<file path="src/rtl/desc_streamer_if.sv">
// Pixel-memory read port and descriptor word handshake between the streamer
// (master) and the memory/receiver side (slave).
interface desc_streamer_if #(
  parameter int ADDR_W = 16
);
  logic              mem_rd;
  logic [ADDR_W-1:0] mem_addr;
  logic [7:0]        mem_data;
  logic [31:0]       desc_data_out;
  logic              desc_data_ready;
  logic              desc_data_ack;

  modport master (
    output mem_rd, mem_addr, desc_data_out, desc_data_ready,
    input  mem_data, desc_data_ack
  );

  modport slave (
    input  mem_rd, mem_addr, desc_data_out, desc_data_ready,
    output mem_data, desc_data_ack
  );
endinterface

</file>
<file path="src/rtl/desc_streamer.sv">
// Streams a DESC_DIM x DESC_DIM byte descriptor from pixel memory as packed
// 32-bit words (4 horizontal pixels, row-major) over a ready/ack handshake.
module desc_streamer #(
  parameter int DESC_DIM   = 16,
  parameter int ADDR_W     = 16,
  parameter int ROW_STRIDE = 16
) (
  input  logic              clk,
  input  logic              rst_n,
  input  logic              start,
  input  logic              abort,
  input  logic [ADDR_W-1:0] base_addr,
  desc_streamer_if.master   bus,
  output logic              busy,
  output logic              done
);
  localparam int GROUPS = DESC_DIM / 4;
  localparam int ROW_W  = (DESC_DIM > 1) ? $clog2(DESC_DIM) : 1;
  localparam int GRP_W  = (GROUPS > 1) ? $clog2(GROUPS) : 1;

  typedef enum logic [2:0] {IDLE, FETCH, FILL, PRESENT, FIN} state_t;

  state_t            state;
  logic [ADDR_W-1:0] base;
  logic [ROW_W-1:0]  row;
  logic [GRP_W-1:0]  grp;
  logic [1:0]        k;
  logic              rd_d;
  logic [23:0]       assembly;

  logic              grp_last;
  logic              word_last;
  logic [GRP_W-1:0]  grp_nxt;
  logic [ROW_W-1:0]  row_nxt;

  assign grp_last  = (grp == GRP_W'(GROUPS - 1));
  assign word_last = grp_last && (row == ROW_W'(DESC_DIM - 1));
  assign grp_nxt   = grp_last ? '0 : grp + GRP_W'(1);
  assign row_nxt   = grp_last ? row + ROW_W'(1) : row;

  // {grp, k} is exactly grp*4 + k; the sum wraps at ADDR_W bits.
  function automatic logic [ADDR_W-1:0] addr_of(input logic [ADDR_W-1:0] b,
                                                input logic [ROW_W-1:0]  r,
                                                input logic [GRP_W-1:0]  g,
                                                input logic [1:0]        kk);
    return b + ADDR_W'(r) * ADDR_W'(ROW_STRIDE) + ADDR_W'({g, kk});
  endfunction

  always_ff @(posedge clk or negedge rst_n) begin
    if (!rst_n) begin
      state               <= IDLE;
      base                <= '0;
      row                 <= '0;
      grp                 <= '0;
      k                   <= '0;
      rd_d                <= 1'b0;
      assembly            <= '0;
      bus.mem_rd          <= 1'b0;
      bus.mem_addr        <= '0;
      bus.desc_data_out   <= '0;
      bus.desc_data_ready <= 1'b0;
      busy                <= 1'b0;
      done                <= 1'b0;
    end else begin
      done <= 1'b0;
      rd_d <= bus.mem_rd;
      // Read data trails the strobe by one cycle, so the delayed strobe marks valid bytes.
      if (rd_d) assembly <= {assembly[15:0], bus.mem_data};

      if (abort && state != IDLE) begin
        state               <= IDLE;
        row                 <= '0;
        grp                 <= '0;
        k                   <= '0;
        bus.mem_rd          <= 1'b0;
        bus.desc_data_ready <= 1'b0;
        busy                <= 1'b0;
      end else begin
        case (state)
          IDLE: begin
            if (start) begin
              base         <= base_addr;
              row          <= '0;
              grp          <= '0;
              k            <= '0;
              bus.mem_rd   <= 1'b1;
              bus.mem_addr <= addr_of(base_addr, '0, '0, 2'd0);
              busy         <= 1'b1;
              state        <= FETCH;
            end
          end
          FETCH: begin
            if (k == 2'd3) begin
              bus.mem_rd <= 1'b0;
              state      <= FILL;
            end else begin
              k            <= k + 2'd1;
              bus.mem_addr <= addr_of(base, row, grp, k + 2'd1);
            end
          end
          FILL: begin
            // The fourth byte arrives this cycle, so it bypasses the assembly register.
            bus.desc_data_out   <= {assembly, bus.mem_data};
            bus.desc_data_ready <= 1'b1;
            state               <= PRESENT;
          end
          PRESENT: begin
            if (bus.desc_data_ack) begin
              bus.desc_data_ready <= 1'b0;
              grp                 <= grp_nxt;
              row                 <= row_nxt;
              if (word_last) begin
                done  <= 1'b1;
                state <= FIN;
              end else begin
                k            <= '0;
                bus.mem_rd   <= 1'b1;
                bus.mem_addr <= addr_of(base, row_nxt, grp_nxt, 2'd0);
                state        <= FETCH;
              end
            end
          end
          FIN: begin
            busy  <= 1'b0;
            state <= IDLE;
          end
          default: state <= IDLE;
        endcase
      end
    end
  end
endmodule

</file>
<file path="src/flat_wrapper.sv">
// flat-port wrapper written by rule: the top's interface ports become plain ports
module desc_streamer_flat 
#(
  parameter int DESC_DIM   = 16,
  parameter int ADDR_W     = 16,
  parameter int ROW_STRIDE = 16
)
  (clk, rst_n, start, abort, base_addr, busy, done, bus_mem_rd, bus_mem_addr, bus_desc_data_out, bus_desc_data_ready, bus_mem_data, bus_desc_data_ack);
  desc_streamer_if #(.ADDR_W(ADDR_W)) bus_i ();
  input  logic clk;
  input  logic rst_n;
  input  logic start;
  input  logic abort;
  input  logic [ADDR_W-1:0] base_addr;
  output logic busy;
  output logic done;
  output wire logic [$bits(bus_i.mem_rd)-1:0] bus_mem_rd;
  output wire logic [$bits(bus_i.mem_addr)-1:0] bus_mem_addr;
  output wire logic [$bits(bus_i.desc_data_out)-1:0] bus_desc_data_out;
  output wire logic [$bits(bus_i.desc_data_ready)-1:0] bus_desc_data_ready;
  input wire logic [$bits(bus_i.mem_data)-1:0] bus_mem_data;
  input wire logic [$bits(bus_i.desc_data_ack)-1:0] bus_desc_data_ack;
  assign bus_mem_rd = bus_i.mem_rd;
  assign bus_mem_addr = bus_i.mem_addr;
  assign bus_desc_data_out = bus_i.desc_data_out;
  assign bus_desc_data_ready = bus_i.desc_data_ready;
  assign bus_i.mem_data = bus_mem_data;
  assign bus_i.desc_data_ack = bus_desc_data_ack;
  desc_streamer #(.DESC_DIM(DESC_DIM), .ADDR_W(ADDR_W), .ROW_STRIDE(ROW_STRIDE)) u_core (.clk(clk), .rst_n(rst_n), .start(start), .abort(abort), .base_addr(base_addr), .bus(bus_i), .busy(busy), .done(done));
endmodule
</file>
<file path="config.mk">
export PLATFORM = sky130hd
export DESIGN_NAME = desc_streamer_flat
export DESIGN_NICKNAME = d
export VERILOG_FILES = /design/src/rtl/desc_streamer_if.sv /design/src/rtl/desc_streamer.sv /design/src/flat_wrapper.sv
export SDC_FILE = /design/constraint.sdc
export NUM_CORES = 1
export LEC_CHECK = 0
export CORE_ASPECT_RATIO = 0.7
export CORE_MARGIN = 5
export CORE_UTILIZATION = 47
export DETAILED_ROUTE_END_ITERATION = 12
export PLACE_DENSITY = 0.79
export SYNTH_ARGS = -nofsm -noshare
export SYNTH_HDL_FRONTEND = slang
export SYNTH_SLANG_ARGS = --single-unit
</file>
<file path="constraint.sdc">
create_clock -name clk -period 3 [get_ports clk]
set_input_delay 0.9 -clock clk [delete_from_list [all_inputs] [get_ports clk]]
set_output_delay 0.9 -clock clk [all_outputs]
set_load 0.01 [all_outputs]
</file>
==> impl_metrics.toml <==
[status]
status = "finished, final reports clean"

[yosys]
ys.flop_type = "dfrtp_1"
synthXorXnorAreaFrac = 0.0264
postSynthCellCount = 475
async_flop_share = 1.00
seq_area_frac_synth = 0.490
yosys_warnings = 0
synth_cell_types = 61
synth-compound-area-share = 0.136
syn-num-nets = 524
ys_seq_elements = 104
avgSynthCellArea_um2 = 11.2
netlist_area_um2 = 5310
synth_mux_area_frac = 0.152
synth_fa_ha_area_frac = 0.0500
synth_edf_count = 0
synth-simple-area-share = 0.113
synth_top_family_by_area = "multiplexers"

[worst_setup_path]
r2r-start = "u_core.row[0]$_DFFE_PN0P_"
cp.arrival_ns = 3.01
setup.worst_path.class = "register to register"
cp-end-kind = "register"
path_cells = "ha_1, nand2_1, o21ai_1, ha_1, a21oi_1, o21ai_1, a311o_1, o311a_1, a2111o_1, o221a_1"
crit_path_top_delay_cell = "dfrtp_1"
crit_fanout = 6
cp-endpoint = "u_core.bus.mem_addr[14]$_DFFE_PN0P_"
r2r_end = "u_core.bus.mem_addr[14]$_DFFE_PN0P_"
reg2reg_depth = 10
cp-start-kind = "register"
rrSetupSlack_ns = 0.21
slowest_delay_ns = 0.45
crit_start = "u_core.row[0]$_DFFE_PN0P_"
crit_required_ns = 3.23

[floorplanning]
rows = 32
initial_core_util = 0.482
die_h_um = 98.9
ioPinCount = 81
floorplan.die_area_um2 = 13500
die_x_um = 137
coreArea_um2 = 11000

[routing]
routed-wl-met2_mm = 5.81
firstDrtPassIters = 4
highest_layer = "met4"
antenna_left = 0
drt-total-wl_mm = 12.7
vias = 4004
drc = 0
wl_met1_mm = 5.96
wire_per_inst_um = 17.8
wl_met3_um = 705
drt_iter0_markers = 347
vias_per_cell = 5.62

[global_route]
grt_overflow = 0
grt_pass1_vias = 4118
grt_pass1_wl_mm = 21.2
grt_use_total = 0.196
antenna_found_initial = 0
grt_max_degree = 64

[power_and_ir_drop]
vdd_drop_max_v = 0.000359
p_leak_uw = 0.00291
cellPowerDensity_nw_per_um2 = 744
finalPower_uw = 4920

[cts]
worstSkewPairLatency_ns = 0.34
htree_num_levels = 3
cts_sinks = 104
cts_setup_buffers = 0
cts_tree = "done"
clkTransAtPathRegs_ns = 0.07
clock_path_buffers = 2
cts_inserted_buffers = 9
ctsRootBufferMaster = "clkbuf_16"

[placement]
gp_congestion = 0.853
io_buffers = 80
place_ws_ns = 0.0772
hpwl_mm = 9.28

[finish]
area_growth_pct = 24.7
drive_gt1_frac = 0.184
utilization = 0.601
n_antenna_cell = 0
finalNetCount = 605

[timing]
slew_headroom = 0.289
setup_viol = 0
hold_viol_final = 0
hold-worst-slack_ns = 0.458
rsz0062_at_grt = "false"
setup_tns_ns = 0
fin_worst_skew_ns = 0.00675
fmax_mhz = 359
worst_slew_pin_slew_ns = 1.07
timing.final.crit_share = 0.929
drv_slew = 0
fin_ws_ns = 0.214
fin_crit_ns = 2.79

[flow_run]
cap_violations = 0

[min_path]
min_path_type = "register to register"
per-stage QoR:
stage          cells  area (um^2)
2_1_floorplan    475         5310
3_3_place_gp     698         6320
3_5_place_dp     698         6320
4_1_cts          713         6600
5_1_grt          713         6620
6_report         713         6620
critical path, delay by kind of cell, from the launching register on:
family / cells / cell delay, ns
AO/OA/AOI/OAI: 7 / 1.54
adder cells (fa/ha/maj): 2 / 0.63
flip-flops: 1 / 0.45
AND/OR/NAND/NOR: 1 / 0.06
layout make-up:
cell class	instances	area (um^2)
Tap cell	153	191
Clock inverter	6	52.6
Sequential cell	104	2600
Multi-Input combinational cell	332	2550
Timing Repair Buffer	95	936
Fill cell	928	4400
Clock buffer	9	225
Inverter	14	52.6
cells in the mapped netlist (all sizes together), types with 9 or more instances:
master / n / area, um^2
buf: 10 / 61.3
inv: 14 / 52.6
dfrtp: 104 / 2600
nand3: 12 / 60.1
ha: 18 / 225
mux2: 69 / 777
a21o: 9 / 67.6
nor2: 26 / 97.6
nand2: 40 / 153
a21oi: 18 / 90.1
o21ai: 27 / 135
xnor2: 9 / 78.8
clkbuf: 15 / 56.3
routing by layer:
| metal | GRT usage | vias to the layer above |
|---|---|---|
| met5 | 0 | - |
| met4 | 0.0537 | 0 |
| met3 | 0.0362 | 15 |
| met2 | 0.301 | 134 |
| met1 | 0.285 | 1962 |
| li1 | - | 1893 |
how the worst min path moves through the flow:
| stage | start | endpoint | cells after the start | slack (ns) |
|---|---|---|---|---|
| 4_1_cts | u_core.bus.mem_rd$_DFFE_PN0P_ | u_core.rd_d$_DFF_PN0_ | 0 | 0.46 |
| 2_1_floorplan | u_core.bus.mem_rd$_DFFE_PN0P_ | u_core.rd_d$_DFF_PN0_ | 0 | 0.43 |
| 3_5_place_dp | u_core.bus.mem_rd$_DFFE_PN0P_ | u_core.rd_d$_DFF_PN0_ | 0 | 0.44 |
| 3_3_place_gp | u_core.bus.mem_rd$_DFFE_PN0P_ | u_core.rd_d$_DFF_PN0_ | 0 | 0.42 |
| 5_1_grt | u_core.bus.mem_rd$_DFFE_PN0P_ | u_core.rd_d$_DFF_PN0_ | 0 | 0.47 |
| 6_report | u_core.bus.mem_rd$_DFFE_PN0P_ | u_core.rd_d$_DFF_PN0_ | 0 | 0.46 |
registers in the layout (all words and copies together), names as in the netlist, 2 cells and up:
signal / cells
u_core.base: 16
u_core.assembly: 24
u_core.state: 3
u_core.bus.desc_data_out: 32
u_core.grp: 2
u_core.k: 2
u_core.row: 4
u_core.bus.mem_addr: 16
where the power goes:
part           internal (uW)  leakage, uW  switching (uW)
Combinational            922      0.00147             737
Sequential              1790      0.00130             347
Clock                    572     0.000130             547
Total                   3290      0.00291            1630
repair_timing:
action / 4_1_cts / 5_1_grt
setup endpoints to repair: 0 / 5
hold buffers: 0 / 0
resized for setup: 0 / 3
logic make-up after synthesis:
kind of cell               after synthesis
xor gates and xnor gates                16
buffers and inverters                   39
muxes                                   72
DFF                                    104
AOI/OAI and AO/OA                      104
adders and majority gates               20
and+or+nand+nor                        120
cell usage in the layout (no fill, tap or decap), types with 12 or more instances in the layout:
cell type and count:
dfrtp_1 104, clkdlybuf4s50_1 79, mux2_2 64, nand2_1 39
nor2_1 26, o21ai_0 21, a21oi_1 18, ha_1 17
inv_1 14, buf_4 14, nand3_1 12
No activity file was read; power rests on OpenSTA's default activity.
==> RTL change 1 (same flow settings) <==
`ROW_STRIDE` is set to 16 in 2 places; all go to 8.
--- a/src/rtl/desc_streamer.sv
+++ b/src/rtl/desc_streamer.sv
@@ -5,3 +5,3 @@
   parameter int ADDR_W     = 16,
-  parameter int ROW_STRIDE = 16
+  parameter int ROW_STRIDE = 8
 ) (
--- a/src/flat_wrapper.sv
+++ b/src/flat_wrapper.sv
@@ -5,3 +5,3 @@
   parameter int ADDR_W     = 16,
-  parameter int ROW_STRIDE = 16
+  parameter int ROW_STRIDE = 8
 )
Behaviour: no difference found for any inputs over 10 cycles, from zero or initial values and one cycle with rst_n low; that may be too few to reach the edited logic, so the function may still have changed.
==> RTL change 1 against the original RTL <==
- the run now ends with setup timing left
- area after synthesis is 0.61% higher
- core utilization up 1.1 points
- cell area is 2.1% higher
- critical path depth is 3 higher
- wire length is 1.7% lower
- sequential share of layout area is 0.82 points lower
- non-clock buffer count increased by 5
- sequential cell count stayed put
- die area grew 0.56%
- worst setup slack worse by 0.22 ns
- final cell count is 1.5% higher
- synthesized cell count rose by 0.42%
- largest cell class unchanged
- highest routed layer unchanged
Power is not compared: it rests on default switching activity, and its combinational part moved more than twofold at a synthesized area within 25%.
==> RTL change 1: results <==
synth:
  synth-xor-area-share: 0.0262
  syn-num-nets: 535
  syn_inst: 477
  synthTopCellsByArea: "dfrtp_1 49%, mux2_2 12%, ha_1 5.9%"
  synthTopCellsByCount: "104 x dfrtp_1, 55 x mux2_2, 30 x nand2_1"
  synth_compound_area_frac: 0.124
  yosys_warnings: 0
  synth-adder-area-share: 0.0736
  ys_types: 54
  synth-seq-area-share: 0.487
  ys_async_sr_fraction: 1.00
  muxShareOfSynthArea: 0.153
final_layout:
  num-nets-final: 624
  top_regs: "u_core.bus.desc_data_out (32), u_core.assembly (24)"
  fillCellCount: 895
  drive_gt1_frac: 0.200
placement:
  dp_hpwl_um: 9120
  placed_cell_area_mm2: 0.00637
  port_buffers: 80
  pre_cts_ws_ns: -0.0413
  dpl.cell_count: 703
  place_congestion: 0.853
cts:
  post_cts_buffers: 1
  post_cts_resized: 2
  cts_buffer_depth: 2
sta:
  setup_viol: 1
  finalClockSkew_ns: 0.00915
  worst_slack_ns: -0.00865
  fin_tns_setup_ns: -0.00865
  slew_headroom: 0.341
floorplanning:
  core_mm2: 0.0111
global_route:
  first_global_vias: 4082
  grt_max_degree: 61
  track_usage: 0.195
  antenna_found_initial: 0
  grt_pass1_wl_um: 21300
detailed_routing:
  dr.pass1.iters: 5
  wire_per_inst_um: 17.2
  dr_total_vias: 3973
  via_per_inst: 5.49
  drt_first_iter_violations: 346
outcome:
  status: "complete, but fails checks"
  violations: "setup timing"
worst_setup_path:
  arrival_ns: 3.25
  crit_path_max_fanout: 3
  critPathSlowestCell: "fa_1"
  critPathMaxStageDelay_ns: 0.49
  crit_family: "adder cells"
min_path:
  worstHoldPathType: "input port to async pin"
-- RTL change 1: kinds of logic (layout without fill, tap and decap cells) --
kind of cell	Yosys count	count (layout)
DFF	104	104
buffers and inverters	45	139
muxes	73	73
AOI/OAI and AO/OA	105	105
and+or+nand+nor	105	105
adders and majority gates	29	29
xor gates and xnor gates	16	16
-- RTL change 1: worst paths after layout --
| check | slack (ns) | cells past startpoint | from | endpoint |
|---|---|---|---|---|
| max | -0.009 | 13 | u_core.grp[0] | u_core.bus.mem_addr[9] |
| min reg2reg | 0.47 | 0 | u_core.bus.mem_rd | u_core.rd_d |
| max in group asynchronous | 1.94 | 2 | rst_n | u_core.base[15] |
| min in group clk | 0.47 | 0 | u_core.bus.mem_rd | u_core.rd_d |
| max reg2reg | -0.009 | 13 | u_core.grp[0] | u_core.bus.mem_addr[9] |
| min | 0.44 | 1 | rst_n | u_core.grp[0] |
-- RTL change 1: report_power, final --
| part | internal, uW | switching [uW] |
|---|---|---|
| Clock | 664 | 552 |
| Combinational | 1860 | 1650 |
| Sequential | 2070 | 550 |
-- RTL change 1: layout make-up --
| class | count | area (um2) | share of cell area |
|---|---|---|---|
| tap | 153 | 191 | 0.0283 |
| timing repair buffer | 100 | 986 | 0.146 |
| multi-input combinational | 328 | 2580 | 0.382 |
| clock buffer | 9 | 225 | 0.0333 |
| sequential | 104 | 2600 | 0.385 |
| inverter | 23 | 86.3 | 0.0128 |
| clock inverter | 7 | 85.1 | 0.0126 |
-- RTL change 1: layer usage --
metal	vias to the layer above	track usage	routed length [um]
li1	1893	-	-
met4	0	0.0330	76
met1	1966	0.283	5970
met2	108	0.302	5760
met5	-	0	0
met3	6	0.0501	673
==> RTL change 2 (same settings) <==
Made on the original files. Encoding of `state_t`: now one-hot (5 bits for 5 states).
--- a/src/rtl/desc_streamer.sv
+++ b/src/rtl/desc_streamer.sv
@@ -20,3 +20,3 @@
 
-  typedef enum logic [2:0] {IDLE, FETCH, FILL, PRESENT, FIN} state_t;
+  typedef enum logic [4:0] {IDLE = 5'b00001, FETCH = 5'b00010, FILL = 5'b00100, PRESENT = 5'b01000, FIN = 5'b10000} state_t;
 
Behaviour: no difference found for any inputs over 10 cycles, from zero or initial values and one cycle with rst_n low; not proved beyond that.
==> RTL change 2 against the original RTL <==
- highest routed layer unchanged
- cell area increased by 0.15%
- worst setup slack gained 0.067 ns
- power grew 14%
- clock power grew 19%
- wire length down 0.73%
- maximum frequency increased by 2.5%
- sequential cell count up 2
- non-clock buffer count fell by 6
- clock skew barely moved
- largest power group unchanged
- global-route usage is 0.21 points lower
- area after synthesis up 0.28%
==> RTL change 2: results <==
worst_setup_path:
  crit_path_max_fanout: 9
  critPathMaxStageDelay_ns: 0.42
  critPathSlowestCell: "dfrtp_1"
  start_kind: "flop"
  arrival_ns: 2.95
  worstReg2RegStart: "u_core.grp[0]"
detailed_routing:
  postRouteAntennaNets: 0
  dr_total_vias: 3968
  drt_first_iter_violations: 331
  postRouteWirelength_um: 12600
  dr.pass1.iters: 8
placement:
  place_congestion: 0.927
  dpl.cell_count: 676
  dp_hpwl_um: 9290
  port_buffers: 80
  placed_cell_area_mm2: 0.00628
cts:
  post_cts_resized: 0
  cts_made_buffers: 9
  cts_root_buf: "clkbuf_16"
  post_cts_buffers: 0
  cts.clk_slew.worst_paths_ns: 0.08
  h-tree-depth: 3
  holdBufCountCts: 0
  cts_buffer_depth: 2
  clock_latency_ns: 0.35
final_layout:
  num-nets-final: 583
  top_regs: "u_core.bus.desc_data_out (32), u_core.assembly (24)"
  diodes: 0
  fillCellCount: 925
  drive_gt1_frac: 0.124
  fin_cells: 692
power_and_ir_drop:
  power.leakage_uw: 0.00294
  ir_drop_uv: 348
global_route:
  grt_max_degree: 44
  grt_pass1_wl_um: 20700
  antenna_found_initial: 0
  track_usage: 0.194
  first_global_vias: 3864
synth:
  synthTopCellsByArea: "dfrtp_1 49%, mux2_1 10%, mux2_2 5.1%"
  syn_area_per_cell_um2: 11.6
  yosys_warnings: 0
  ys_types: 59
  synth_edf_count: 0
  synthTopCellsByCount: "105 x dfrtp_1, 48 x mux2_1, 30 x nor2_1"
  synth-seq-area-share: 0.499
  synth_top_flop_cell: "dfrtp_1"
  syn-num-nets: 506
  ys_async_sr_fraction: 1.00
min_path:
  worstHoldPathType: "flop to flop"
  hp-start: "u_core.bus.mem_rd"
sta:
  tightest_slew_ns: 0.969
  finalClockSkew_ns: 0.00704
outcome:
  status: "finished, final reports clean"
==> RTL change 2: cell types whose count changed in the layout (fill, tap and decap cells not counted), sizes merged, moves of 6 or more <==
cell   delta
nor2      +8
buf       -6
o22ai     +6
xnor2     +8
nand2    -10
o21ai     -9
inv       -7
a22oi    +10
==> RTL change 2: final timing paths <==
path	endpoint	slack [ns]	depth (start not counted)
max	u_core.bus.mem_addr[10]	0.28	10
min in group asynchronous	u_core.bus.desc_data_out[3]	0.55	1
min reg2reg	u_core.rd_d	0.42	0
max in group asynchronous	u_core.bus.mem_addr[12]	1.73	2
max reg2reg	u_core.bus.mem_addr[10]	0.28	10
min	u_core.rd_d	0.42	0
==> RTL change 2: layout make-up <==
cell class              count  area (um2)  share of cell area
flip-flops and latches    106        2650               0.401
clock buffers               9         225              0.0340
clock inverters             7         121              0.0183
multi-input cells         321        2520               0.380
repair buffers             89         891               0.134
inverters                   7        26.3             0.00397
well taps                 153         191              0.0289
==> RTL change 2: report_power, final <==
group          total (uW)  leakage (uW)  switching (uW)  internal [uW]
logic                1980       0.00144             961           1020
clock network        1330      0.000168             572            758
registers            2310       0.00133             438           1870
total                5620       0.00294            1970           3650
==> RTL change 2: cells by family after synthesis <==
kind of cell               share of synthesized area
muxes                                          0.154
xor gates and xnor gates                      0.0411
DFF                                            0.499
adders and majority gates                     0.0498
and+or+nand+nor                                0.100
AOI/OAI and AO/OA                              0.127
buffers and inverters                         0.0289
==> RTL change 2: metal layers <==
| metal | wire (um) | GRT usage | vias to the layer above |
|---|---|---|---|
| met5 | 0 | 0 | - |
| met2 | 5710 | 0.285 | 153 |
| li1 | - | - | 1826 |
| met1 | 5870 | 0.293 | 1979 |
| met3 | 911 | 0.0449 | 10 |
| met4 | 105 | 0.0391 | 0 |
==> RTL change 2: per-stage QoR <==
stage	utilization	worst slack [ns]
CTS	0.599	0.243
floorplan	-	0.535
detailed placement	0.568	0.208
global placement	0.568	0.207
global route	0.600	0.0748
finish	0.600	0.281
==> RTL change 2: worst max-delay path, delay by kind of cell (launching register included) <==
family / cells / cell delay (ns)
buffers and inverters: 1 / 0.11
multiplexers: 1 / 0.27
AND/OR/NAND/NOR: 1 / 0.35
flip-flops: 1 / 0.42
adder cells (fa/ha/maj): 2 / 0.63
AO/OA/AOI/OAI: 5 / 0.83
